$ cat src/rtl/rtc_mmio.sv
// MMIO front-end for the rtc: TIME/ALARM/CTRL/STATUS registers plus background alarm polling.
// Optional registered alarm interrupt and CTRL.irq_mask are enabled by defining RTC_IRQ_EN.
`timescale 1ns/1ps
module rtc_mmio #(
    parameter int unsigned ADDR_W      = 12,
    parameter int unsigned POLL_CYCLES = 1024
) (
    input  logic              clk,
    input  logic              rst,
    input  logic              req_valid,
    output logic              req_ready,
    input  logic              req_wen,
    input  logic [ADDR_W-1:0] req_addr,
    input  logic [63:0]       req_wdata,
    output logic              resp_valid,
    input  logic              resp_ready,
    output logic [63:0]       resp_rdata,
    output logic              resp_err,
    output logic              rtc_ren,
    input  logic [63:0]       rtc_rdata,
    output logic              irq
);

    typedef enum logic [1:0] {
        IDLE   = 2'd0,
        RTC_RD = 2'd1,
        RESP   = 2'd2
    } state_t;

    localparam int unsigned     CNT_W    = (POLL_CYCLES > 1) ? $clog2(POLL_CYCLES) : 1;
    localparam logic [CNT_W-1:0] POLL_MAX = CNT_W'(POLL_CYCLES - 1);

    localparam logic [ADDR_W-1:0] OFF_TIME   = ADDR_W'(32'h00);
    localparam logic [ADDR_W-1:0] OFF_ALARM  = ADDR_W'(32'h08);
    localparam logic [ADDR_W-1:0] OFF_CTRL   = ADDR_W'(32'h10);
    localparam logic [ADDR_W-1:0] OFF_STATUS = ADDR_W'(32'h18);

    state_t           state_q, state_d;
    logic             accept;
    logic             compare;
    logic             poll_fire;
    logic             match;
    logic [CNT_W-1:0] poll_cnt_q;
    logic [42:0]      alarm_q;
    logic             alarm_en_q;
    logic             pending_q;
    logic             last_match_q;
    logic             ctrl_bit1;
    logic             addr_hit;
    logic [63:0]      reg_rdata;
    logic             rd_time;
    logic             wr_alarm;
    logic             wr_ctrl;
    logic             wr_status;
    logic             unused_wdata;

    assign unused_wdata = ^req_wdata[63:43];
    assign match        = (rtc_rdata[42:0] == alarm_q);

    always_ff @(posedge clk) begin
        if (rst) begin
            state_q <= IDLE;
        end else begin
            state_q <= state_d;
        end
    end

    always_comb begin
        state_d    = state_q;
        req_ready  = 1'b0;
        resp_valid = 1'b0;
        rtc_ren    = 1'b0;
        accept     = 1'b0;
        poll_fire  = 1'b0;
        compare    = 1'b0;
        case (state_q)
            IDLE: begin
                req_ready = 1'b1;
                accept    = req_valid;
                if (accept) begin
                    state_d = rd_time ? RTC_RD : RESP;
                end else if (poll_cnt_q == POLL_MAX) begin
                    poll_fire = 1'b1;
                    rtc_ren   = 1'b1;
                    compare   = 1'b1;
                end
            end
            RTC_RD: begin
                rtc_ren = 1'b1;
                compare = 1'b1;
                state_d = RESP;
            end
            RESP: begin
                resp_valid = 1'b1;
                if (resp_ready) begin
                    state_d = IDLE;
                end
            end
            default: state_d = IDLE;
        endcase
    end

    always_comb begin
        addr_hit  = 1'b1;
        reg_rdata = '0;
        case (req_addr)
            OFF_TIME:   reg_rdata = '0;
            OFF_ALARM:  reg_rdata = {21'b0, alarm_q};
            OFF_CTRL:   reg_rdata = {62'b0, ctrl_bit1, alarm_en_q};
            OFF_STATUS: reg_rdata = {63'b0, pending_q};
            default:    addr_hit  = 1'b0;
        endcase
    end

    always_comb begin
        rd_time   = !req_wen && (req_addr == OFF_TIME);
        wr_alarm  = accept && req_wen && (req_addr == OFF_ALARM);
        wr_ctrl   = accept && req_wen && (req_addr == OFF_CTRL);
        wr_status = accept && req_wen && (req_addr == OFF_STATUS);
    end

    always_ff @(posedge clk) begin
        if (rst) begin
            resp_rdata   <= '0;
            resp_err     <= 1'b0;
            alarm_q      <= '0;
            alarm_en_q   <= 1'b0;
            pending_q    <= 1'b0;
            last_match_q <= 1'b0;
            poll_cnt_q   <= '0;
        end else begin
            if (accept) begin
                resp_rdata <= req_wen ? 64'd0 : reg_rdata;
                resp_err   <= !addr_hit;
            end
            if (state_q == RTC_RD) begin
                resp_rdata <= rtc_rdata;
                resp_err   <= 1'b0;
            end

            if (state_q == IDLE && !accept) begin
                if (poll_fire) begin
                    poll_cnt_q <= '0;
                end else begin
                    poll_cnt_q <= poll_cnt_q + CNT_W'(1);
                end
            end

            if (wr_alarm) begin
                alarm_q      <= req_wdata[42:0];
                last_match_q <= 1'b0;
            end
            if (wr_ctrl) begin
                alarm_en_q <= req_wdata[0];
            end

            // Set is placed after the W1C so a simultaneous set takes priority.
            if (wr_status && req_wdata[0]) begin
                pending_q <= 1'b0;
            end
            if (compare) begin
                last_match_q <= match;
                if (alarm_en_q && match && !last_match_q) begin
                    pending_q <= 1'b1;
                end
            end
        end
    end

`ifdef RTC_IRQ_EN
    logic irq_mask_q;
    logic irq_q;

    always_ff @(posedge clk) begin
        if (rst) begin
            irq_mask_q <= 1'b0;
            irq_q      <= 1'b0;
        end else begin
            if (wr_ctrl) begin
                irq_mask_q <= req_wdata[1];
            end
            irq_q <= pending_q && alarm_en_q;
        end
    end

    assign ctrl_bit1 = irq_mask_q;
    assign irq       = irq_q && !irq_mask_q;
`else
    assign ctrl_bit1 = 1'b0;
    assign irq       = 1'b0;
`endif

endmodule

$ cat config.mk
export PLATFORM = sky130hd
export DESIGN_NAME = rtc_mmio
export DESIGN_NICKNAME = d
export VERILOG_FILES = /design/src/rtl/rtc_mmio.sv
export SDC_FILE = /design/constraint.sdc
export NUM_CORES = 1
export LEC_CHECK = 0
export ABC_AREA = 1
export CORE_ASPECT_RATIO = 1.75
export CORE_UTILIZATION = 48
export DETAILED_ROUTE_END_ITERATION = 7
export PLACE_DENSITY = 0.86
export SKIP_CTS_REPAIR_TIMING = 1
export SLEW_MARGIN = 40
export SYNTH_ARGS = -nofsm -noshare
export SYNTH_HDL_FRONTEND = slang
export SYNTH_SLANG_ARGS = --single-unit
$ cat constraint.sdc
create_clock -name clk -period 4.6 [get_ports clk]
set_clock_uncertainty 0.1 [all_clocks]
set_input_delay 0.92 -clock clk [delete_from_list [all_inputs] [get_ports clk]]
set_output_delay 0.92 -clock clk [all_outputs]
set_load 0.03 [all_outputs]
# Word-level counts from Yosys, hierarchy flattened
# Index checks and enable logic that the tools add are counted.
# Widths: inputs -> output; s select.
# totals
inputBits	145
output_inout_bits	69
regBits	123
word_cells	60
# classes
eq_ne	9
muxes	22
n_addsub	1
reduce_logical	20
# ops
cell	count
$mux 64	3
$pmux 43 s3	1
$eq 43x43->1	1
$eq 12x5->1 const B	2
$eq 12x4->1 const B	1
$logic_not 12->1	1
$mux 1	12
$add 10x1->10 const B	1
$eq 10x10->1 const B	1
$mux 10	1
$logic_and 1x1->1	9
$mux 2	3
$pmux 2 s3	1
$logic_not 1->1	4
$ne 2x2->1 const B	2
$reduce_bool 2->1	2
$reduce_or 4->1	1
$eq 2x1->1 const B	1
$eq 2x2->1 const B	1
$logic_not 2->1	1
$pmux 1 s2	1
$reduce_and 2->1	1
$reduce_or 2->1	1

# Depth between registers and ports, before layout
# Gate-level depths: netlist (run 1).
# logic_depth
word_depth	8
ltp_mapped	10
mapped_depth_nobuf	10

# Worst setup path before layout (run 1)
# Ideal clock, no wire load.
# synth_timing
kind	input -> output
startpoint	input req_valid
endpoint	output rtc_ren
slack_ns	1.993
n_path_buf	0
t_required_ns	3.580
cell_stages	7
t_arrival_ns	1.587
cell_sequence	inv_1 nand2_1 nor2_1 nand2_1 nand2_1 nand2_1 inv_1
# synth_via
elab_chain_len	2
# synth_rtl
element	line_no	rtl
from (decl)	10	input logic req_valid,
$mux 1	80	if (accept) begin
$pmux 1 s2	76	case (state_q)
to (decl)	19	output logic rtc_ren,
# No other way between the ends.

# Final worst setup path (run 1)
# Ends and elaborated chain as after synthesis.

==> flow_metrics.tcl, run 1 <==
set metrics [dict create \
    cts_tree "yes" \
    cts.clk_slew.worst_paths_ns 0.06 \
    ys_seq_area_share_pct 42.4 \
    start_util_pct 49.8 \
    cts_buffers 17 \
    cp-startpoint "req_valid" \
    grt_use_met2_pct 51.5 \
    tightestPinTransition_ns 0.724 \
    synth_top_area_cell "dfxtp_1" \
    setup_slack_ns 0.905 \
    layout-drive-gt1-share_pct 8.57 \
    synth_fa_ha_area_share_pct 0.216 \
    grt-ovfl-total 0 \
    fp.dieH_um 147 \
    rsz0062_at_grt "false" \
    netlist_area_um2 5800 \
    required_ns 3.58 \
    fp-row-count 52 \
    crit_arrival_ns 2.68 \
    path_cells "clkdlybuf4s50_1 > inv_1 > nand2_1 > nor2_1 > nand2_1 > nand2_1 > nand2_1 > inv_1 > clkdlybuf4s50_1" \
    cts_sinks 123 \
    ys_types 30 \
    fmax_ghz 0.271 \
    dr.pass1.iters 5 \
    track_usage_pct 28.1 \
    area_growth_pct 43.4 \
    clk_latency_ns 0.42 \
    setup_tns_ns 0 \
    dpl-instance-area_um2 7690 \
    fin_area_um2 8320 \
    htreeDepth 4 \
    maxSlewViolCount 0 \
    synth.avg_cell_area_um2 7.42 \
    r2r-end "resp_rdata[11]" \
    cts-root-buf "clkbuf_16" \
    core-area_um2 11600 \
    startpoint_type "input pin" \
    cp_max_fo 5 \
    final_common_cell "nand2_1" \
    crit_buf_inv 4 \
    dieWidth_um 85.1 \
    first_global_vias 5809 \
    cp_slowest_cell "clkdlybuf4s50_1" \
    avgRoutedWirePerCell_um 15.6 \
    synthXorXnorAreaFrac_pct 2.26 \
    synth-compound-area-share_pct 20.4 \
    fin_crit_sh_pct 80.3 \
    clock_path_buffers 2 \
    min_path_type "reg -> reg" \
    worst_path_most_repeated_cell "nand2_1" \
    reg2regPathDepth 8 \
    ant_nets 0 \
    cp_top_family "buffers and inverters" \
    grt_max_degree 64 \
    finalSetupViolations 0 \
    vias 5895 \
    io_pins 214 \
    cp-endpoint "rtc_ren" \
    synthMuxAreaShare_pct 0 \
    p_leak_nw 3.13 \
    drtIter0Drc 319 \
    die_area_um2 12600 \
    fin_nets 1102 \
    gp_congestion 0.815 \
    timing.slew.headroom_pct 51.8 \
    mostFrequentLayoutCells "nand2_1, clkdlybuf4s50_1, dfxtp_1" \
    finalHoldViolCount 0 \
    grt_pass1_wl_mm 27.3 \
    ys_warn_count 0 \
    synth_top_family_by_area "simple AND/OR/NAND/NOR gates" \
    syn-num-nets 928 \
    p_per_area_nw_per_um2 323 \
    maxCapViolations 0 \
    status "finished, final reports clean" \
    path_class "in -> out" \
    grt.met3_usage_pct 6.92 \
    wl_mm 17.2 \
    slowest_delay_ns 0.66 \
    dp_slack_ns 0.901 \
    antenna_found_initial 1 \
    drc 0 \
    synth_top_area_share_pct 42.4 \
    endpoint_kind "primary output" \
    yosys-top-cells-area "dfxtp_1, nand2_1, a21oi_1" \
    grtUsageMet1_pct 27.9 \
    synthSimpleGateAreaFrac_pct 24.5 \
    ys_seq_elements 123 \
    crit_cells 9 \
    busiest_layer "met2" \
    r2r_slack_ns 2.08 \
    irDropWorstVdd_v 0.000255 \
    syn_inst 782 \
    hpwl_mm 11.7 \
    fin_crit_ns 3.70 \
    portBuffers 191 \
    avgViaCountPerCell 5.33 \
    r2r-start "state_q[0]" \
]
## worst reg2reg max path, stage by stage (launching register included)
cell and delay (ns):
dfxtp_1 0.41, inv_1 0.11, nor2_4 0.42, buf_6 0.26
buf_4 0.42, nor3_4 0.08, buf_4 0.30, nand3_1 0.16
a21oi_1 0.11
## worst min-delay path by stage
stage | startpoint | to | slack [ns] | depth (start not counted)
floorplan | pending_q | pending_q | 0.34 | 2
global placement | resp_rdata[49] | resp_rdata[49] | 0.35 | 2
detailed placement | resp_rdata[59] | resp_rdata[59] | 0.35 | 2
CTS | resp_rdata[59] | resp_rdata[59] | 0.36 | 2
global route | resp_rdata[53] | resp_rdata[53] | 0.38 | 2
finish | resp_rdata[50] | resp_rdata[50] | 0.36 | 2
## Yosys cell counts, drive strengths merged
cell type / n
o21ai: 9
nand2: 200
a22oi: 42
nand3: 54
a221oi: 1
clkbuf: 14
nor2: 72
nand4: 4
nor3: 5
conb: 1
or2: 2
xor2: 5
ha: 1
xnor2: 10
buf: 29
dfxtp: 123
a21oi: 93
a211oi: 28
inv: 88
o221a: 1
## kinds of logic after synthesis
family                   Yosys count
AND/OR/NAND/NOR                  337
AO/OA/AOI/OAI                    174
buffers and inverters            131
flip-flops                       123
XOR/XNOR                          15
adder cells (fa/ha/maj)            1
other                              1
## per-stage QoR
stage	power (mW)	hold WS [ns]	utilization [%]	instances
after floorplan	1.18	0.345	-	782
after global placement	1.33	0.347	66.0	1071
after detailed placement	1.33	0.352	66.0	1071
after CTS	2.70	0.361	71.3	1103
after global routing	2.78	0.378	71.4	1105
final	2.69	0.359	71.4	1105
## layer usage
metal / share of wire [%] / vias up
li1: - / 2909
met1: 38 / 2726
met2: 52 / 207
met3: 5.2 / 53
met4: 5.1 / 0
met5: 0 / -
## power breakdown
group	internal [mW]	total [mW]	switching [mW]
Combinational	0.120	0.234	0.113
Sequential	1.07	1.07	0.00345
Clock	0.883	1.38	0.500
## final cells by class
class / instances / area [µm²]
Timing Repair Buffer: 198 / 1970
Clock inverter: 13 / 166
Multi-Input combinational cell: 528 / 2770
Clock buffer: 19 / 453
Tap cell: 135 / 169
Antenna cell: 1 / 2.50
Inverter: 88 / 332
Fill cell: 916 / 3330
Sequential cell: 123 / 2460
## flip-flops by register name, indices dropped and copies added, names as in the netlist
register,cells
alarm_q,43
pending_q,1
last_match_q,1
resp_err,1
poll_cnt_q,10
state_q,2
resp_rdata,64
alarm_en_q,1
Note: power is estimated with default switching activity, not from simulation.
==> run 2, diff against run 1 <==
--- a/config.mk
+++ b/config.mk
@@ -7,9 +7,9 @@
 export LEC_CHECK = 0
 export ABC_AREA = 1
 export CORE_ASPECT_RATIO = 1.75
-export CORE_UTILIZATION = 48
+export CORE_UTILIZATION = 41
 export DETAILED_ROUTE_END_ITERATION = 7
-export PLACE_DENSITY = 0.86
+export PLACE_DENSITY = 0.78
 export SKIP_CTS_REPAIR_TIMING = 1
 export SLEW_MARGIN = 40
 export SYNTH_ARGS = -nofsm -noshare
==> constraint.sdc (replaced) <==
create_clock -name clk -period 3.05 [get_ports clk]
set_clock_uncertainty 0.1 [all_clocks]
set_input_delay 0.61 -clock clk [delete_from_list [all_inputs] [get_ports clk]]
set_output_delay 0.61 -clock clk [all_outputs]
set_load 0.03 [all_outputs]
==> run 2 against run 1 <==
  * Sequential power grew 51%
  * Final area grew 1.2%
  * Power rose by 53%
  * Largest power group unchanged
==> flow_metrics.tcl, run 2 (synthesis gave the netlist of run 1 again) <==
set metrics [dict create \
    p_leak_nw 3.17 \
    cp_top_family "buffers and inverters" \
    final_common_cell "nand2_1" \
    reg_top3 "resp_rdata: 64 flops, alarm_q: 43 flops, poll_cnt_q: 10 flops" \
    hpwl_mm 11.7 \
    vias 5771 \
    irDropWorstVdd_v 0.000372 \
    maxSlewViolCount 0 \
    cell_internal_pwr_mw 3.25 \
    dr.pass1.iters 8 \
    final_cells 1147 \
    die_area_um2 14700 \
    required_ns 2.34 \
    clk_latency_ns 0.40 \
    grt-ovfl-total 0 \
    rsz0062_at_grt "false" \
    area_growth_pct 45.2 \
    power_frac_comb_pct 8.8 \
    maxCapViolations 0 \
    track_usage_pct 23.6 \
    avgViaCountPerCell 5.03 \
    timing.slew.headroom_pct 60.6 \
    setup_tns_ns 0 \
    path_class "in -> out" \
    fmax_ghz 0.378 \
    worst_path_most_repeated_cell "nand2_1" \
    fp-row-count 57 \
    io_pins 214 \
    largest_reg_flops 64 \
    ant_nets 0 \
    cts-root-buf "clkbuf_16" \
    pwr-share-seq_pct 39.2 \
    drc 0 \
    min_path_type "reg -> reg" \
    endpoint_kind "primary output" \
    fin_crit_sh_pct 86.8 \
    drtIter0Drc 307 \
    grt_max_degree 110 \
    tightestPinTransition_ns 0.591 \
    top_register "resp_rdata" \
    cts.clk_slew.worst_paths_ns 0.05 \
    start_util_pct 41.9 \
    htreeDepth 4 \
    finalHoldViolCount 0 \
    core-area_um2 13800 \
    mostFrequentLayoutCells "nand2_1, clkdlybuf4s50_1, dfxtp_1" \
    cts_tree "yes" \
    crit_arrival_ns 1.94 \
    cts_buffers 17 \
    cts_sinks 123 \
    layout-drive-gt1-share_pct 8.46 \
    clock_path_buffers 2 \
    switching_share_pct 21.3 \
    fin_crit_ns 2.65 \
    status "finished, final reports clean" \
    fp.dieH_um 159 \
    antenna_found_initial 1 \
    cp_slowest_cell "clkdlybuf4s50_1" \
    setup_slack_ns 0.403 \
    dieWidth_um 91.9 \
    dpl-instance-area_um2 7800 \
    clkPwrFrac_pct 52.0 \
    numPlacedInstances 1116 \
    cp_max_fo 5 \
    grt_pass1_wl_mm 27.2 \
    slowest_delay_ns 0.52 \
    avgRoutedWirePerCell_um 14.9 \
    startpoint_type "input pin" \
    p_per_area_nw_per_um2 490 \
    wl_mm 17.1 \
    fin_nets 1104 \
    dp_slack_ns 0.403 \
    finalSetupViolations 0 \
    first_global_vias 5631 \
    crit_buf_inv 4 \
    p_sw_mw 0.880 \
    path_cells "clkdlybuf4s50_1 > inv_1 > nand2_1 > nor2_1 > nand2_1 > nand2_1 > nand2_1 > inv_1 > buf_4" \
    portBuffers 191 \
    gp_congestion 0.837 \
    fin_area_um2 8420 \
]
-- run 2: cell count changes in the layout (fill, tap and decap cells not counted), sizes merged --
cell           delta
clkbuf            +4
clkinv            -4
buf               +3
clkinvlp          -2
bufinv            +1
clkdlybuf4s50     -1
inv               -1
-- run 2: cell type report --
cell class              count  area, µm²
repair buffers            200       2010
inverters                  88        330
flip-flops and latches    123       2460
diodes                      1       2.50
multi-input cells         528       2770
clock buffers              23        488
fillers                  1255       5410
clock inverters             7        138
well taps                 177        221
-- run 2: final timing paths --
path | start | endpoint | slack [ns] | depth (start not counted)
setup / recovery | req_valid | rtc_ren | 0.40 | 9
hold / removal | resp_rdata[54] | resp_rdata[54] | 0.36 | 2
setup reg to reg | state_q[0] | resp_rdata[19] | 1.21 | 7
hold reg to reg | resp_rdata[54] | resp_rdata[54] | 0.36 | 2
-- run 2: power by group through the flow --
stage	combinational [mW]	clock, mW	sequential (mW)
after floorplan	0.129	0	1.65
after global placement	0.361	0	1.65
after detailed placement	0.364	0	1.65
after CTS	0.366	2.18	1.62
after global routing	0.392	2.26	1.62
final	0.364	2.14	1.62
-- run 2: per-stage QoR --
step / hold slack, ns / util [%] / power, mW
floorplan: 0.345 / - / 1.78
global route: 0.371 / 60.9 / 4.27
finish: 0.359 / 60.9 / 4.13
global placement: 0.347 / 56.3 / 2.01
detailed placement: 0.351 / 56.3 / 2.02
CTS: 0.360 / 60.9 / 4.17
-- run 2: tightest hold or removal path: stages (launching register included) --
cell,delay [ns]
dfxtp_1,0.30
nand2_1,0.06
a21oi_1,0.05
-- run 2: per-layer routing --
| metal | wire (µm) | up-vias | track usage (%) | share of wire, % |
|---|---|---|---|---|
| met5 | 0 | - | 0 | 0 |
| met4 | 733 | 0 | 12.9 | 4.3 |
| met3 | 861 | 37 | 5.01 | 5.0 |
| met2 | 9080 | 176 | 43.1 | 53 |
| met1 | 6430 | 2648 | 24.6 | 38 |
| li1 | - | 2910 | - | - |
